### src/rtl/mole_scheduler.sv
// mole_scheduler: whack-a-mole game core (round timer, pseudo-random mole spawns, per-hole lifetimes, hit scoring).
// Latency: map and all pulse outputs are registered; a hit, tick or start shows its effect one clk later.
// Backpressure: none; hit strobes are taken every cycle in RUN and silently dropped in IDLE/END.
// Ports: clk/rst (async active-high), start (round start pulse), hit_valid/hit_pos (keyboard hit),
//        map (mole-up bitmap, 9 holes), hit_ok/hit_bad/miss/round_done (1-cycle pulses),
//        state (00 IDLE, 01 RUN, 10 END), time_left (ticks remaining in the round).
module mole_scheduler #(
  parameter int TICK_DIV    = 1000000,
  parameter int SPAWN_TICKS = 50,
  parameter int LIFE_TICKS  = 80,
  parameter int ROUND_TICKS = 3000,
  parameter int MAX_ACTIVE  = 3
) (
  input  logic        clk,
  input  logic        rst,
  input  logic        start,
  input  logic        hit_valid,
  input  logic [3:0]  hit_pos,
  output logic [8:0]  map,
  output logic        hit_ok,
  output logic        hit_bad,
  output logic        miss,
  output logic        round_done,
  output logic [1:0]  state,
  output logic [11:0] time_left
);

  localparam int NHOLE = 9;
  localparam int DIV_W = $clog2(TICK_DIV + 1);
  localparam int SPN_W = $clog2(SPAWN_TICKS + 1);

  typedef enum logic [1:0] {
    S_IDLE = 2'b00,
    S_RUN  = 2'b01,
    S_END  = 2'b10
  } state_t;

  state_t           state_q;
  logic [DIV_W-1:0] div_q;
  logic [SPN_W-1:0] spn_q;
  logic [11:0]      time_left_q;
  logic [15:0]      lfsr_q;
  logic [15:0]      lfsr_d;
  logic [8:0]       map_q;
  logic [8:0]       map_d;
  logic [7:0]       life_q [NHOLE];
  logic [7:0]       life_d [NHOLE];
  logic             hit_ok_q;
  logic             hit_bad_q;
  logic             miss_q;
  logic             round_done_q;

  logic             tick;
  logic             spawn_slot;
  logic             hit_acc;
  logic             spawn_go;
  logic             spawn_found;
  logic             hit_good;
  logic             hit_empty;
  logic             any_expire;
  logic [3:0]       pop;
  logic [3:0]       cand;
  logic [3:0]       spawn_hole;
  logic [4:0]       scan_idx;

  // Fibonacci LFSR, taps 16,14,13,11; free-running in every state.
  assign lfsr_d = {lfsr_q[14:0], lfsr_q[15] ^ lfsr_q[13] ^ lfsr_q[12] ^ lfsr_q[10]};

  assign tick       = (state_q == S_RUN) && (div_q == DIV_W'(TICK_DIV - 1));
  assign spawn_slot = tick && (spn_q == SPN_W'(SPAWN_TICKS - 1));
  assign hit_acc    = hit_valid && (state_q == S_RUN) && (hit_pos < 4'd9);
  assign cand       = (lfsr_q[3:0] >= 4'd9) ? (lfsr_q[3:0] - 4'd9) : lfsr_q[3:0];

  // Occupancy count and spawn hole selection both look at the map as it
  // stands at the start of the cycle, so a hole freed this cycle is not reused.
  always_comb begin
    pop         = '0;
    spawn_found = 1'b0;
    spawn_hole  = '0;
    scan_idx    = '0;
    for (int i = 0; i < NHOLE; i++) begin
      pop = pop + {3'b000, map_q[i]};
    end
    for (int k = 0; k < NHOLE; k++) begin
      scan_idx = {1'b0, cand} + 5'(k);
      if (scan_idx >= 5'd9) begin
        scan_idx = scan_idx - 5'd9;
      end
      if (!spawn_found && !map_q[scan_idx[3:0]]) begin
        spawn_found = 1'b1;
        spawn_hole  = scan_idx[3:0];
      end
    end
  end

  assign spawn_go = spawn_slot && (pop < 4'(MAX_ACTIVE)) && spawn_found;

  // Per-hole update. A hit takes priority over that hole's expiry; only
  // empty holes can be spawned into.
  always_comb begin
    map_d      = map_q;
    hit_good   = 1'b0;
    hit_empty  = 1'b0;
    any_expire = 1'b0;
    for (int i = 0; i < NHOLE; i++) begin
      life_d[i] = life_q[i];
      if (map_q[i]) begin
        if (hit_acc && (hit_pos == 4'(i))) begin
          hit_good  = 1'b1;
          map_d[i]  = 1'b0;
          life_d[i] = '0;
        end else if (tick) begin
          life_d[i] = life_q[i] - 8'd1;
          if (life_q[i] == 8'd1) begin
            map_d[i]   = 1'b0;
            any_expire = 1'b1;
          end
        end
      end else begin
        if (hit_acc && (hit_pos == 4'(i))) begin
          hit_empty = 1'b1;
        end
        if (spawn_go && (spawn_hole == 4'(i))) begin
          map_d[i]  = 1'b1;
          life_d[i] = 8'(LIFE_TICKS);
        end
      end
    end
  end

  always_ff @(posedge clk or posedge rst) begin
    if (rst) begin
      state_q      <= S_IDLE;
      div_q        <= '0;
      spn_q        <= '0;
      time_left_q  <= '0;
      lfsr_q       <= 16'hACE1;
      map_q        <= '0;
      hit_ok_q     <= 1'b0;
      hit_bad_q    <= 1'b0;
      miss_q       <= 1'b0;
      round_done_q <= 1'b0;
      for (int i = 0; i < NHOLE; i++) begin
        life_q[i] <= '0;
      end
    end else begin
      lfsr_q       <= lfsr_d;
      hit_ok_q     <= 1'b0;
      hit_bad_q    <= 1'b0;
      miss_q       <= 1'b0;
      round_done_q <= 1'b0;
      case (state_q)
        S_IDLE, S_END: begin
          if (start) begin
            state_q     <= S_RUN;
            div_q       <= '0;
            spn_q       <= '0;
            time_left_q <= 12'(ROUND_TICKS);
            map_q       <= '0;
            for (int i = 0; i < NHOLE; i++) begin
              life_q[i] <= '0;
            end
          end
        end
        S_RUN: begin
          map_q     <= map_d;
          life_q    <= life_d;
          hit_ok_q  <= hit_good;
          hit_bad_q <= hit_empty;
          miss_q    <= any_expire;
          if (tick) begin
            div_q       <= '0;
            spn_q       <= spawn_slot ? '0 : (spn_q + 1'b1);
            time_left_q <= time_left_q - 12'd1;
            // Final tick: round ends here, so everything else this cycle is
            // dropped to keep game pulses out of END.
            if (time_left_q == 12'd1) begin
              state_q      <= S_END;
              round_done_q <= 1'b1;
              map_q        <= '0;
              hit_ok_q     <= 1'b0;
              hit_bad_q    <= 1'b0;
              miss_q       <= 1'b0;
              for (int i = 0; i < NHOLE; i++) begin
                life_q[i] <= '0;
              end
            end
          end else begin
            div_q <= div_q + 1'b1;
          end
        end
        default: state_q <= S_IDLE;
      endcase
    end
  end

  assign map        = map_q;
  assign hit_ok     = hit_ok_q;
  assign hit_bad    = hit_bad_q;
  assign miss       = miss_q;
  assign round_done = round_done_q;
  assign state      = state_q;
  assign time_left  = time_left_q;

endmodule

### config.mk
export PLATFORM = sky130hd
export DESIGN_NAME = mole_scheduler
export DESIGN_NICKNAME = d
export VERILOG_FILES = /design/src/rtl/mole_scheduler.sv
export SDC_FILE = /design/constraint.sdc
export NUM_CORES = 1
export LEC_CHECK = 0
export BUFFER_PORTS_ARGS = -buffer_cell sky130_fd_sc_hd__buf_4
export CORE_MARGIN = 2
export CORE_UTILIZATION = 47
export CTS_CLUSTER_SIZE = 12
export DETAILED_ROUTE_END_ITERATION = 8
export GPL_TIMING_DRIVEN = 1
export PLACE_DENSITY = 0.64
export SLEW_MARGIN = 30
export SYNTH_ARGS = -nofsm -noshare
export SYNTH_HDL_FRONTEND = slang
export SYNTH_SLANG_ARGS = --single-unit
### constraint.sdc
create_clock -name clk -period 12.1 [get_ports clk]
set_input_delay 0.605 -clock clk [delete_from_list [all_inputs] [get_ports clk]]
set_output_delay 0.605 -clock clk [all_outputs]
set_load 0.05 [all_outputs]
==> Yosys cells after proc, flatten, opt, wreduce, memory -nomap -nowiden <==
Cells that the tools add are included.
W data, S select, Z words.
{ "op_classes": {"muxes": 232, "div": 0, "add_sub_neg": 38, "n_bitwise": 3, "reduce_logical": 55, "n_shift": 0, "n_mul": 0, "n_eq_ne": 33, "magnitude_cmp": 21} }
{ "op_table": {"columns": ["operator", "n"], "rows": [
  ["$mux W8", 36],
  ["$mux W72", 3],
  ["$mux W1", 146],
  ["$pmux W72 S2", 1],
  ["$mux W4", 19],
  ["$eq A8 B1 Y1 const B", 9],
  ["$sub A8 B1 Y8 const B", 9],
  ["$lt A4 B5 Y1 const B", 9],
  ["$ge A5 B4 Y1 const B", 8],
  ["$mux W20", 2],
  ["$pmux W20 S2", 1],
  ["$sub A4 B4 Y4 const B", 10],
  ["$bmux W1 S4", 9],
  ["$eq A4 B3 Y1 const B", 8],
  ["$logic_and A1 B1 Y1", 32],
  ["$mux W9", 3],
  ["$mux W12", 2],
  ["$pmux W12 S2", 1],
  ["$add A20 B1 Y20 const B", 1],
  ["$add A4 B1 Y4", 5],
  ["$add A4 B3 Y5 const B", 4],
  ["$eq A20 B20 Y1 const B", 1],
  ["$mux W6", 3],
  ["$pmux W9 S2", 1],
  ["other kinds (31)", 59]
]} }
{ "totals": {"latchBits": 0, "ram_bits": 0, "memories": 0, "ff_bits": 141, "in_bits": 8, "output_inout_bits": 27, "elab_cells": 401, "rom_bits": 0} }

==> Depth between registers and ports, before layout <==
{ "logic_depth": {"depth_word": 41, "mapped_depth": 32, "depth_no_buf": 23} }

==> Worst setup path before layout <==
Ideal clock, no wire load.
{ "synth_path": {"path_kind": "register to register", "from": "reg lfsr_q[0]", "to": "reg life_q[16] (netlist name)", "stages_incl_launch_ff": 28, "t_arrival_ns": 6.361, "path_slack_ns": 5.619, "setup_time_ns": 0.120, "synth_period_minus_slack_ns": 6.481, "required_ns": 11.980, "n_path_buf": 6, "cell_sequence": "dfstp_2 > clkbuf_1 > clkbuf_1 > inv_1 > ha_1 > and4bb_2 > a211oi_4 > inv_2 > buf_2 > buf_6 > buf_2 > ha_1 > nand2b_1 > a21oi_1 > xnor2_1 > mux4_2 > o22a_1 > and2_0 > clkbuf_1 > o211a_4 > nand2_2 > nor3_1 > a2111oi_1 > nor2b_4 > a31oi_1 > or2_1 > a21o_1 > a31o_1"} }
{ "synth_via": {"elab_chain_cells": 38, "word_cells_on_any_way": 105, "cone_classes": "add/sub (18); order compare (10); eq/ne (1); mux (51); reduce/logical (25)"} }
{ "synth_lines": {"columns": ["item", "line_no", "source"], "rows": [
  ["from (decl)", "42", "logic [15:0] lfsr_q;"],
  ["from (signal assigned)", "147", "lfsr_q <= lfsr_d;"],
  ["$sub A4 B4 Y4 / $ge A4 B4 Y1 (equally long branches)", "72", "assign cand = (lfsr_q[3:0] >= 4'd9) ? (lfsr_q[3:0] - 4'd9) : lfsr_q[3:0];"],
  ["$mux W4 (*)", "72", null],
  ["$add A4 B1 Y5", "85", "scan_idx = {1'b0, cand} + 5'(k);"],
  ["$sub A4 B4 Y4 / $ge A5 B4 Y1 (equally long branches)", "87, 86", null],
  ["$mux W4", "86", "if (scan_idx >= 5'd9) begin"],
  ["$bmux W1 S4", "89", "if (!spawn_found && !map_q[scan_idx[3:0]]) begin"],
  ["$mux W1 (not written as such)", "89", null],
  ["$logic_not A1 Y1", "89", null],
  ["(+22 left out)", null, null],
  ["$mux W4 / $mux W1 (equally long branches)", "89", null],
  ["$eq A4 B3 Y1 / $logic_and A1 B1 Y1 (equally long branches)", "123, 96", null],
  ["$logic_and A1 B1 Y1 (*)", "123", "if (spawn_go && (spawn_hole == 4'(i))) begin"],
  ["$mux W8 (*)", "123", null],
  ["$mux W8 (*)", "107", "if (map_q[i]) begin"],
  ["$mux W72", "177", "if (time_left_q == 12'd1) begin"],
  ["$mux W72 (*)", "171", "if (tick) begin"],
  ["$pmux W72 S2 (*)", "152", "case (state_q)"],
  ["to (signal assigned)", "167", "life_q <= life_d;"],
  ["to (decl)", "46", "logic [7:0] life_q [NHOLE];"]
]} }
Every way passes the cells marked *; elsewhere a longest branch is shown, timed or not. The select of a mux whose other input is x is not followed.
A chain may end at the register's enable or synchronous reset.

==> Worst setup path in the final report <==
{ "layout_path": {"from": "reg lfsr_q[0]", "to": "reg life_q[17] (netlist name)"} }
The elaborated chain is that of the path after synthesis.

==> summary.md <==
| Metric | Value |
|---|---|
| Status | `completed` |
| CTS clock-pin slew for the worst setup and hold paths | `0.07 ns` |
| Syn Std Cell Area | `0.0123 mm²` |
| FMAX | `123 MHz` |
| Setup crit start kind | `flop` |
| Least-Margin Pin Slew | `0.995 ns` |
| CTS Buf Count | `17` |
| Critical Path Sink Type | `flop` |
| Cell area after layout | `0.0134 mm²` |
| RSZ-0062 raised after global routing | `false` |
| RD Place Congestion | `0.928` |
| Boundary Pins | `35` |
| Net Count, Synth | `1636` |
| Root buf cell | `clkbuf_16` |
| Core ar. | `0.0259 mm²` |
| HP Class | `in2async` |
| Crit path buf inv count | `2` |
| Via-to-Cell Ratio | `6.52` |
| Final Util | `0.517` |
| First-pass iteration count of the detailed router | `5` |
| Max Cap Viol | `0` |
| H-tree depth | `4` |
| Nets@finish | `1617` |
| Worst EP required | `12.42 ns` |
| # DRC | `0` |
| Via count | `12.4k` |
| Post-Syn Instances | `1576` |
| Register area share after synthesis | `0.287` |
| Minimum clock period | `8.16 ns` |
| CP Class | `reg2reg` |
| WL final | `38700 µm` |
| Multi-input gate area | `0.00820 mm²` |
| Die height | `166 µm` |
| Syn Area/Cell | `7.81 µm²` |
| Cell Count, Final, Fillers Out | `1905` |
| CP top delay family | `compound AO/OA/AOI/OAI gates` |
| Worst-path fanout max | `27` |
| Clk sink count | `141` |
| Detailed Place HPWL | `27000 µm` |
| Number of antenna violations at the first check in global routing | `0` |
| Hold Fails Final Rpt | `0` |
| Hold buffers post-CTS | `0` |
| R2R setup slack | `3.94 ns` |
| Starting density of the core | `0.475` |
| # setup viols final | `0` |
| Area of the die | `0.0275 mm²` |
| Grt ovf | `0` |
| Worst path slowest cell | `a21o_1` |
| CTS tree | `yes` |
| Ant diodes | `0` |
| Average wire per standard cell | `20.3 µm` |
| 1st-iter DRT viols | `1263` |
| Tcrit/Tclk final | `0.674` |
| Vias in the first global route | `11.7k` |
| Distinct cells, synth | `110` |
| Reg2reg start | `lfsr_q[0]` |
| Commonest non-fill, non-tap cell in the layout | `nand2_1` |
| CTS resizes | `0` |
| Layout cells sized above 1 | `0.0975` |
| Fraction of registers with async set or reset after synthesis | `1.00` |
| Dpl cells | `1873` |
| Cell Rows | `59` |
| Post-synth top flop | `dfrtp_1` |
| Ys Warns | `0` |
| Commonest non-fill, non-tap cells in the layout | `nand2_1 (166), nor2_1 (155), dfrtp_1 (133)` |
| Final Max Slew Viols | `0` |
| VDD IR-drop max | `93.4 µV` |
| Fillers | `2489` |
| Largest net degree at the start of global routing | `76` |
| Slew headroom | `0.331` |
| CP Launch Point | `lfsr_q[0]` |
| Clk_skew | `0.0160 ns` |
| CP Data Arrival Time | `8.48 ns` |
| Post-synth EDFFs | `0` |
| GR Util All Layers | `0.278` |
| Crit path cell chain | `inv_1 > ha_1 > nand2b_1 > a21o_1 > inv_2 > ha_1 > a21oi_1 > o21ai_0 > a211o_1 > o21ai_0 > a31o_2 > a2bb2oi_1 > a21boi_1 > and2b_1 > a211o_1 > o21ai_2 > a21oi_2 > a31oi_1 > or2_1 > a21o_1 > a31o_1` |
| Power per Cell Area | `101 mW/mm²` |
| Post-CTS Repair Setup Buffers | `0` |
| Slowest stage delay, CP | `0.78 ns` |
| Layout area overhead | `8.83%` |
| Leakage | `5.55 nW` |
| Clk buf depth | `2` |
| Chip Width | `166 µm` |
| Setup total negative slack | `0 ns` |
| First-pass GRT wire length | `62700 µm` |
| Clock Latency Late Sink | `0.44 ns` |
| Sequential cell area | `0.00354 mm²` |
| Antenna Nets Post-Route | `0` |
| Number of port buffers | `34` |
| Area after DPL | `0.0128 mm²` |
| FF+latch count, synth | `141` |
[worst reg2reg max path, stage by stage, from the launching register on]
cell and delay (ns):
dfstp_2 0.74, inv_1 0.12, ha_1 0.39, nand2b_1 0.27, a21o_1 0.78, inv_2 0.46, ha_1 0.62, a21oi_1 0.59
o21ai_0 0.18, a211o_1 0.39, o21ai_0 0.57, a31o_2 0.26, a2bb2oi_1 0.51, a21boi_1 0.43, and2b_1 0.21, a211o_1 0.12
o21ai_2 0.09, a21oi_2 0.36, a31oi_1 0.24, or2_1 0.31, a21o_1 0.18, a31o_1 0.21
[flip-flops by register name, indices dropped and copies added, names as in the netlist]
register and flops:
map 9, time_left 12, spn_q 6, hit_ok 1, round_done 1, state 2, miss 1, hit_bad 1
lfsr_q 16, life_q 72, div_q 20
[stage by stage]
step / total power, mW / hold slack (ns) / setup slack (ns)
2_1_floorplan: 0.720 / 0.331 / 5.62
6_report: 1.36 / 0.275 / 3.94
5_1_grt: 1.42 / 0.339 / 3.50
3_3_place_gp: 0.799 / 0.335 / 4.46
3_5_place_dp: 0.803 / 0.338 / 4.38
4_1_cts: 1.37 / 0.303 / 4.35
[cell type report]
class | instances | area share
clock buffer | 17 | 0.0317
sequential | 141 | 0.264
timing repair buffer | 52 | 0.0294
clock inverter | 15 | 0.0142
tap | 335 | 0.0313
inverter | 60 | 0.0176
multi-input combinational | 1285 | 0.612
[synthesized netlist by cell type, drive strengths merged (12+ instances only)]
cell	number	area, µm²
a31oi	29	188
nor3	61	305
xnor2	28	245
ha	47	588
nand2b	21	131
o31ai	16	125
o21ai	122	614
a21o	18	136
inv	58	218
dfrtp	133	3330
mux2i	28	284
a22oi	12	90.1
clkbuf	64	240
a211o	14	123
and3	20	140
or3	18	113
nand2	167	629
nor2	159	599
buf	26	143
a21oi	120	604
nand3	41	210
a211oi	24	198
and2	20	125
o211ai	19	156
o22ai	15	100
nand4	21	131
or4	13	97.6
xor2	19	166
nor2b	18	120
nor4	31	194
[logic make-up after synthesis]
| family | Yosys count | share of synthesized area |
|---|---|---|
| AOI/OAI and AO/OA | 513 | 0.283 |
| adders and majority gates | 52 | 0.0559 |
| xor gates and xnor gates | 47 | 0.0334 |
| muxes | 33 | 0.0295 |
| and+or+nand+nor | 640 | 0.261 |
| DFF | 141 | 0.287 |
| buffers and inverters | 150 | 0.0498 |
[layer usage]
layer  global-route usage  part of all wire
met1                0.375              0.44
met2                0.453              0.46
met3               0.0353             0.069
met4                0.113             0.034
met5                    0                 0
[worst paths after layout]
check | endpoint | depth (start not counted)
max | life_q[17] | 21
min | time_left[8] | 2
max reg2reg | life_q[17] | 21
min reg2reg | lfsr_q[10] | 0
max in group asynchronous | life_q[44] | 3
min in group clk | lfsr_q[10] | 0
[where the power goes]
part | switching, mW | internal (mW) | leakage (nW) | total [mW]
Sequential | 0.0316 | 0.492 | 1.82 | 0.524
Combinational | 0.185 | 0.0908 | 3.43 | 0.275
Clock | 0.243 | 0.316 | 0.302 | 0.560
(Power assumes the default switching activity.)
